==> config.mk <==
export PLATFORM = sky130hd
export DESIGN_NAME = imem_fetch_ctrl
export DESIGN_NICKNAME = d
export VERILOG_FILES = /design/src/rtl/imem_fetch_ctrl.sv
export SDC_FILE = /design/constraint.sdc
export NUM_CORES = 1
export LEC_CHECK = 0
export ABC_AREA = 1
export BUFFER_PORTS_ARGS = -buffer_cell sky130_fd_sc_hd__clkbuf_2
export CORE_MARGIN = 4
export CORE_UTILIZATION = 59
export CTS_CLUSTER_DIAMETER = 50
export DETAILED_ROUTE_END_ITERATION = 8
export GPL_ROUTABILITY_DRIVEN = 0
export GPL_TIMING_DRIVEN = 0
export PLACE_DENSITY = 0.9
export SYNTH_ARGS = -nofsm -noshare
export SYNTH_HDL_FRONTEND = slang
export SYNTH_SLANG_ARGS = --single-unit
==> constraint.sdc <==
create_clock -name clk -period 12.3 [get_ports clk]
set_clock_uncertainty 0.1 [all_clocks]
set_input_delay 0.615 -clock clk [delete_from_list [all_inputs] [get_ports clk]]
set_output_delay 0.615 -clock clk [all_outputs]
set_load 0.03 [all_outputs]
==> src/rtl/imem_fetch_ctrl.sv <==
// Instruction-fetch sequencer: owns the PC, addresses the instruction ROM and
// buffers fetched words in a 2-entry FIFO presented to decode.
module imem_fetch_ctrl #(
  parameter int N   = 32,
  parameter int AW  = 6,
  parameter int PCW = 64,
  parameter logic [PCW-1:0] RESET_PC = '0
) (
  input  logic           clk,
  input  logic           reset_n,
  output logic [AW-1:0]  imem_addr,
  input  logic [N-1:0]   imem_q,
  input  logic           redirect_valid,
  input  logic [PCW-1:0] redirect_pc,
  output logic           if_valid,
  input  logic           if_ready,
  output logic [N-1:0]   if_instr,
  output logic [PCW-1:0] if_pc,
  output logic           if_fault
);

  // Handshake: an entry moves to decode on a rising edge where if_valid and
  // if_ready are both high; a redirect in the same cycle voids that transfer.

  typedef enum logic [1:0] {
    IDLE  = 2'd0,
    RUN   = 2'd1,
    FAULT = 2'd2
  } state_t;

  localparam logic [N-1:0] NOP = N'(32'h0000_0013);

  state_t         state, state_next;
  logic [PCW-1:0] pc;
  logic [1:0]     count, count_next;
  logic           wr_ptr, rd_ptr;
  logic           fault_cond;
  logic           enq, deq;

  logic [N-1:0]   instr_mem [2];
  logic [PCW-1:0] pc_mem    [2];
  logic           fault_mem [2];

  assign imem_addr  = pc[AW+1:2];
  assign fault_cond = (pc[1:0] != 2'b00) || (pc[PCW-1:AW+2] != '0);

  assign if_valid = (count != 2'd0);
  assign if_instr = if_valid ? instr_mem[rd_ptr] : '0;
  assign if_pc    = if_valid ? pc_mem[rd_ptr]    : '0;
  assign if_fault = if_valid ? fault_mem[rd_ptr] : 1'b0;

  always_comb begin
    state_next = state;
    deq        = if_valid && if_ready;
    enq        = (state == RUN) && !redirect_valid && ((count < 2'd2) || deq);
    count_next = count;
    case (state)
      IDLE:    state_next = RUN;
      RUN:     if (enq && fault_cond) state_next = FAULT;
      FAULT:   state_next = FAULT;
      default: state_next = IDLE;
    endcase
    if (redirect_valid) state_next = RUN;
    case ({enq, deq})
      2'b10:   count_next = count + 2'd1;
      2'b01:   count_next = count - 2'd1;
      default: count_next = count;
    endcase
    if (redirect_valid) count_next = 2'd0;
  end

  always_ff @(posedge clk) begin
    if (!reset_n) begin
      state  <= IDLE;
      pc     <= RESET_PC;
      count  <= 2'd0;
      wr_ptr <= 1'b0;
      rd_ptr <= 1'b0;
    end else begin
      state <= state_next;
      count <= count_next;
      if (redirect_valid) begin
        pc     <= redirect_pc;
        wr_ptr <= 1'b0;
        rd_ptr <= 1'b0;
      end else begin
        if (enq) begin
          wr_ptr <= ~wr_ptr;
          // A faulting fetch parks the PC so the marker is pushed only once.
          if (!fault_cond) pc <= pc + PCW'(4);
        end
        if (deq) rd_ptr <= ~rd_ptr;
      end
    end
  end

  // Storage needs no reset: outputs are masked whenever count is zero.
  always_ff @(posedge clk) begin
    if (reset_n && enq) begin
      instr_mem[wr_ptr] <= fault_cond ? NOP : imem_q;
      pc_mem[wr_ptr]    <= pc;
      fault_mem[wr_ptr] <= fault_cond;
    end
  end

endmodule

Word level (Yosys, flattened, before mapping)
Memory sizes are Yosys's and may differ from the RTL's. A register that Yosys moved wholly into a read port is not among the register bits.
Cells that the tools add are included.
{"block": "word_totals", "n_memories": 3, "ff_bits": 70, "mem_bits_rw": 194}
{"block": "classes", "magnitude_cmp": 1, "mux": 19, "bitwise": 3, "reduce_logical": 16, "n_eq_ne": 7, "add_sub_neg": 3}
{"memory": "pc_mem", "depth": 2, "word_bits": 64, "rd": 1, "rd_ports_with_merged_regs": 1, "wr": 1, "line_no": "41", "rtl": "logic [PCW-1:0] pc_mem [2];"}
{"memory": "instr_mem", "depth": 2, "word_bits": 32, "rd": 1, "rd_ports_with_merged_regs": 1, "wr": 1, "line_no": "40", "rtl": "logic [N-1:0] instr_mem [2];"}
{"memory": "fault_mem", "depth": 2, "word_bits": 1, "rd": 1, "rd_ports_with_merged_regs": 1, "wr": 1, "line_no": "42", "rtl": "logic fault_mem [2];"}
{"cell": "2-to-1 mux 64 bit", "n": 4}
{"cell": "adder 64 x 3 -> 64 bit (second input constant)", "n": 1}
{"cell": "2-to-1 mux 32 bit", "n": 2}
{"cell": "nonzero test 56 bit", "n": 1}
{"cell": "2-to-1 mux 1 bit", "n": 10}
{"cell": "nonzero test 2 bit", "n": 4}
{"cell": "one-hot mux 2 bit (3 select lines)", "n": 1}
{"cell": "logical AND 1 bit", "n": 5}
{"cell": "equality test 2 x 1 -> 1 bit (second input constant)", "n": 2}
{"cell": "equality test 2 bit (second input constant)", "n": 2}
{"cell": "one-hot mux 2 bit (2 select lines)", "n": 1}
{"cell": "inequality test 3 x 2 -> 1 bit (second input constant)", "n": 1}
{"cell": "inverter 1 bit", "n": 3}
{"cell": "adder 2 x 1 -> 2 bit (second input constant)", "n": 1}
{"cell": "zero test 2 bit", "n": 1}
{"cell": "logical OR 1 bit", "n": 2}
{"cell": "less-than comparator 2 bit (second input constant)", "n": 1}
{"cell": "2-to-1 mux 2 bit", "n": 1}
{"cell": "inequality test 2 x 1 -> 1 bit (second input constant)", "n": 1}
{"cell": "inequality test 2 bit (second input constant)", "n": 1}
{"cell": "AND reduction 2 bit", "n": 1}
{"cell": "OR reduction 2 bit", "n": 1}
{"cell": "subtractor 2 x 1 -> 2 bit (second input constant)", "n": 1}
{"cell": "zero test 1 bit", "n": 1}

Depth between registers and ports, before layout
{"block": "depth", "word_depth": 8, "mapped_depth": 11, "ltp_nobuf": 11}

Least setup slack after synthesis
Ideal clock, no wire load.
{"block": "synth_timing", "path_type": "input to register", "from": "input reset_n", "to": "memory fault_mem[1], enable pin", "arrival_time_ns": 7.873, "setup_ns": 0.671, "stages": 4, "t_required_ns": 11.529, "path_slack_ns": 3.655, "cell_sequence": "clkbuf_1 > clkinv_1 > clkbuf_1 > nor3_1"}
{"block": "synth_between", "elab_chain_cells": 3}
{"item": "from (decl)", "line_no": "10", "rtl": "input logic reset_n,"}
{"item": "logical AND 1 bit", "line_no": "99", "rtl": "if (reset_n && enq) begin"}
{"item": "2-to-1 mux 1 bit", "line_no": "99"}
{"item": "2-to-1 mux 1 bit (not written as such)", "line_no": "102", "rtl": "fault_mem[wr_ptr] <= fault_cond;"}
{"item": "to (decl)", "line_no": "42"}
No other way between the ends.

Final worst setup path
{"block": "layout_timing", "from": "register count[0]", "to": "output if_pc[51]"}
{"block": "layout_between", "elab_chain_cells": 2}
{"item": "from (decl)", "line_no": "35", "rtl": "logic [1:0] count, count_next;"}
{"item": "from (signal assigned)", "line_no": "81", "rtl": "count <= count_next;"}
{"item": "nonzero test 2 bit", "line_no": "47", "rtl": "assign if_valid = (count != 2'd0);"}
{"item": "2-to-1 mux 64 bit", "line_no": "49", "rtl": "assign if_pc = if_valid ? pc_mem[rd_ptr] : '0;"}
{"item": "to (decl)", "line_no": "18", "rtl": "output logic [PCW-1:0] if_pc,"}
No other way between the ends.

==> results.ini <==
[run]
drv_cap = 0

[critical_path]
worstPathMaxFanout = 10
critPathKind = reg2out
cp.arrival_ps = 2710
worstPathCellList = nor2_1, buf_2, buf_1, a21oi_1, clkbuf_2
slowest_delay_ps = 720
reg2regPathDepth = 10
required_ps = 11590
timing.critical_path.slowest_stage_cell = nor2_1
worstSetupEndpointType = output port
start_kind = flip-flop

[routing]
drt_iter0_drc = 880
postRouteAntennaNets = 0
drcViolationCount = 0
viasPerCell = 5.570
first_pass_iters = 6
routed_wl_um = 27620
vias = 8566
drt-wirelength-per-cell_um = 17.96

[synthesis]
yosysTopAreaCellShare_pct = 54.56
syn_inst = 1049
synth_edf_count = 194
synth_adder_area_share_pct = 0.4688
synth_nets = 1153
synth-compound-area-share_pct = 8.086
muxShareOfSynthArea_pct = 0.3750
synthArstFlopShare_pct = 0
synthTopCellsByArea = edfxtp_1, dfxtp_1, nand2_1
synth_common_cells = nand2_1, edfxtp_1, a21oi_1, nor2_1, dfxtp_1
synth_flop_cell = edfxtp_1
synth_top_family_by_area = simple AND/OR/NAND/NOR gates
synth_cell_type_count = 30
synthXorXnorAreaFrac_pct = 0.3281
synth_area_sq_um = 10680
synth_warnings = 0
synth_top_area_cell = edfxtp_1
synth-seq-cells = 265
seq_area_frac_synth_pct = 67.88
synth_simple_gate_area_share_pct = 18.34
synth.avg_cell_area_sq_um = 10.18
synthMostInstantiatedCell = nand2_1

[timing]
hold_slack_ps = 214.6
worst_pin_slew_ps = 937.3
rsz0062_at_grt = no
finalSetupViolations = 0
tns_ps = 0
hold_viol = 0
slew_violations = 0
relSlewSlack_pct = 37.28
clock.fmax_mhz = 291.7
final.period_utilization_pct = 27.87
final.min_clock_period_ps = 3428

[global_route]
grt_pass1_vias = 8382
grt.total_usage_pct = 26.63
antenna_found_initial = 0
grt_max_degree = 24
grt_remaining_overflow = 0
grt_pass1_wl_um = 42330

[clock_tree]
cts_setup_buffers = 0
cts_root_buf = clkbuf_16
cts_tree = yes
clockBufferDepth = 3
cts-buffers-inserted = 27
h-tree-depth = 1
cts_resized = 0
ctsHoldBuffers = 0
clkTransAtPathRegs_ps = 60
cts_sinks = 265
clk-insertion-delay-late_ps = 530

[die]
dieArea_sq_um = 20310
rows = 48
core_sq_um = 17540
io_pins = 204
initial_core_util_pct = 60.88
die_width_um = 142.5
die_h_um = 142.5

[final_layout]
sequential_cell_area_sq_um = 7247
num_antenna_cells = 0
multi_input_area_sq_um = 2959
fill_cells = 1145
nets = 1397
drive_gt1_share_pct = 21.93
areaGrowthSynthToFinish_pct = 22.10

[worst_hold_path]
min_path_type = in2reg
whs_path_depth = 3

[pwr]
ir_drop_uv = 118.8
p_per_area_nw_per_um2 = 147.6
p_leak_nw = 5.429

[place]
place_hpwl_um = 19350
port_buffers = 201

[status]
status = finished clean

[flip-flops by register name (all words and copies together) (netlist names), named ones only]
signal	cells
state	2
pc_mem	128
count	2
rd_ptr	1
fault_mem	2
instr_mem	64
wr_ptr	1
pc	64
[worst paths after layout]
kind                         start                   endpoint  slack [ps]
max reg2reg  state[1]$_SDFFE_PP0P_  instr_mem[0][5]$_DFFE_PP_        9670
min                redirect_pc[22]        pc[22]$_SDFFE_PN0P_         210
max          count[0]$_SDFFE_PP0P_                  if_pc[51]        8870
min reg2reg    rd_ptr$_SDFFE_PP0P_                  flip-flop         370
[per-layer routing]
layer / up-vias / wire length [um] / global-route usage [%] / part of all wire, %
met5: - / 0 / 0 / 0
met3: 87 / 2597 / 3.797 / 9.4
met1: 3980 / 10020 / 34.01 / 36
li1: 4007 / - / - / -
met2: 492 / 13880 / 45.40 / 50
met4: 0 / 1121 / 12.06 / 4.1
[kinds of logic (layout without fill, tap and decap cells)]
group | after synthesis | after routing
AO/OA/AOI/OAI | 171 | 171
XOR/XNOR | 4 | 4
adder cells (fa/ha/maj) | 4 | 4
buffers and inverters | 117 | 381
flip-flops | 265 | 265
multiplexers | 4 | 4
AND/OR/NAND/NOR | 484 | 484
[area by class of cell]
cell class / instances / area share [%]
flip-flops and latches: 265 / 55.59
multi-input cells: 667 / 22.70
repair buffers: 215 / 9.396
clock buffers: 28 / 5.212
plain buffers: 67 / 2.265
well taps: 225 / 2.160
inverters: 50 / 1.440
clock inverters: 21 / 1.238
[metrics by stage]
stage | power [mW] | utilization [%] | instance area, sq um | std cells | setup WS [ps]
after global routing | 1.982 | 74.34 | 13040 | 1538 | 8690
after floorplan | 1.111 | - | 10680 | 1049 | 3655
after CTS | 1.930 | 74.34 | 13040 | 1538 | 8897
after detailed placement | 1.174 | 69.54 | 12200 | 1489 | 9041
final | 1.925 | 74.34 | 13040 | 1538 | 8872
after global placement | 1.165 | 68.22 | 11960 | 1475 | 29.90
[layout by cell type, fill, tap and decap left out]
cell and n:
nand2_1 295, nand4_1 3, buf_2 11, o211ai_1 3
clkinv_2 10, dfxtp_1 71, nor2_4 1, o21ai_1 3
or2_1 3, xor2_1 2, clkinv_4 2, nor3_1 2
bufinv_16 2, edfxtp_1 194, xnor2_1 2, nor2_1 121
nand3_1 38, mux2i_1 4, buf_4 7, buf_1 9
a21oi_1 141, nand2_2 1, buf_16 4, clkbuf_1 41
nor3_2 1, inv_1 47, ha_1 4, or2_2 5
o21ai_0 24, clkbuf_2 201, nor2_2 1, clkinv_1 6
and3_1 1, nand3b_1 11, inv_2 2, buf_6 10
clkinvlp_4 2, nand3_4 1, clkbuf_16 27
[worst max-delay path, delay by kind of cell, from the launching register on]
kind                   cells  cell delay, ps
AOI/OAI and AO/OA          1             120
buffers and inverters      3            1010
DFF                        1             350
and+or+nand+nor            1             720
[power by group]
part / switching [mW] / internal (mW)
clock network: 0.323 / 0.443
logic: 0.103 / 0.0517
registers: 0.0204 / 0.984
total: 0.447 / 1.48
Note: power is estimated with default switching activity, not from simulation.
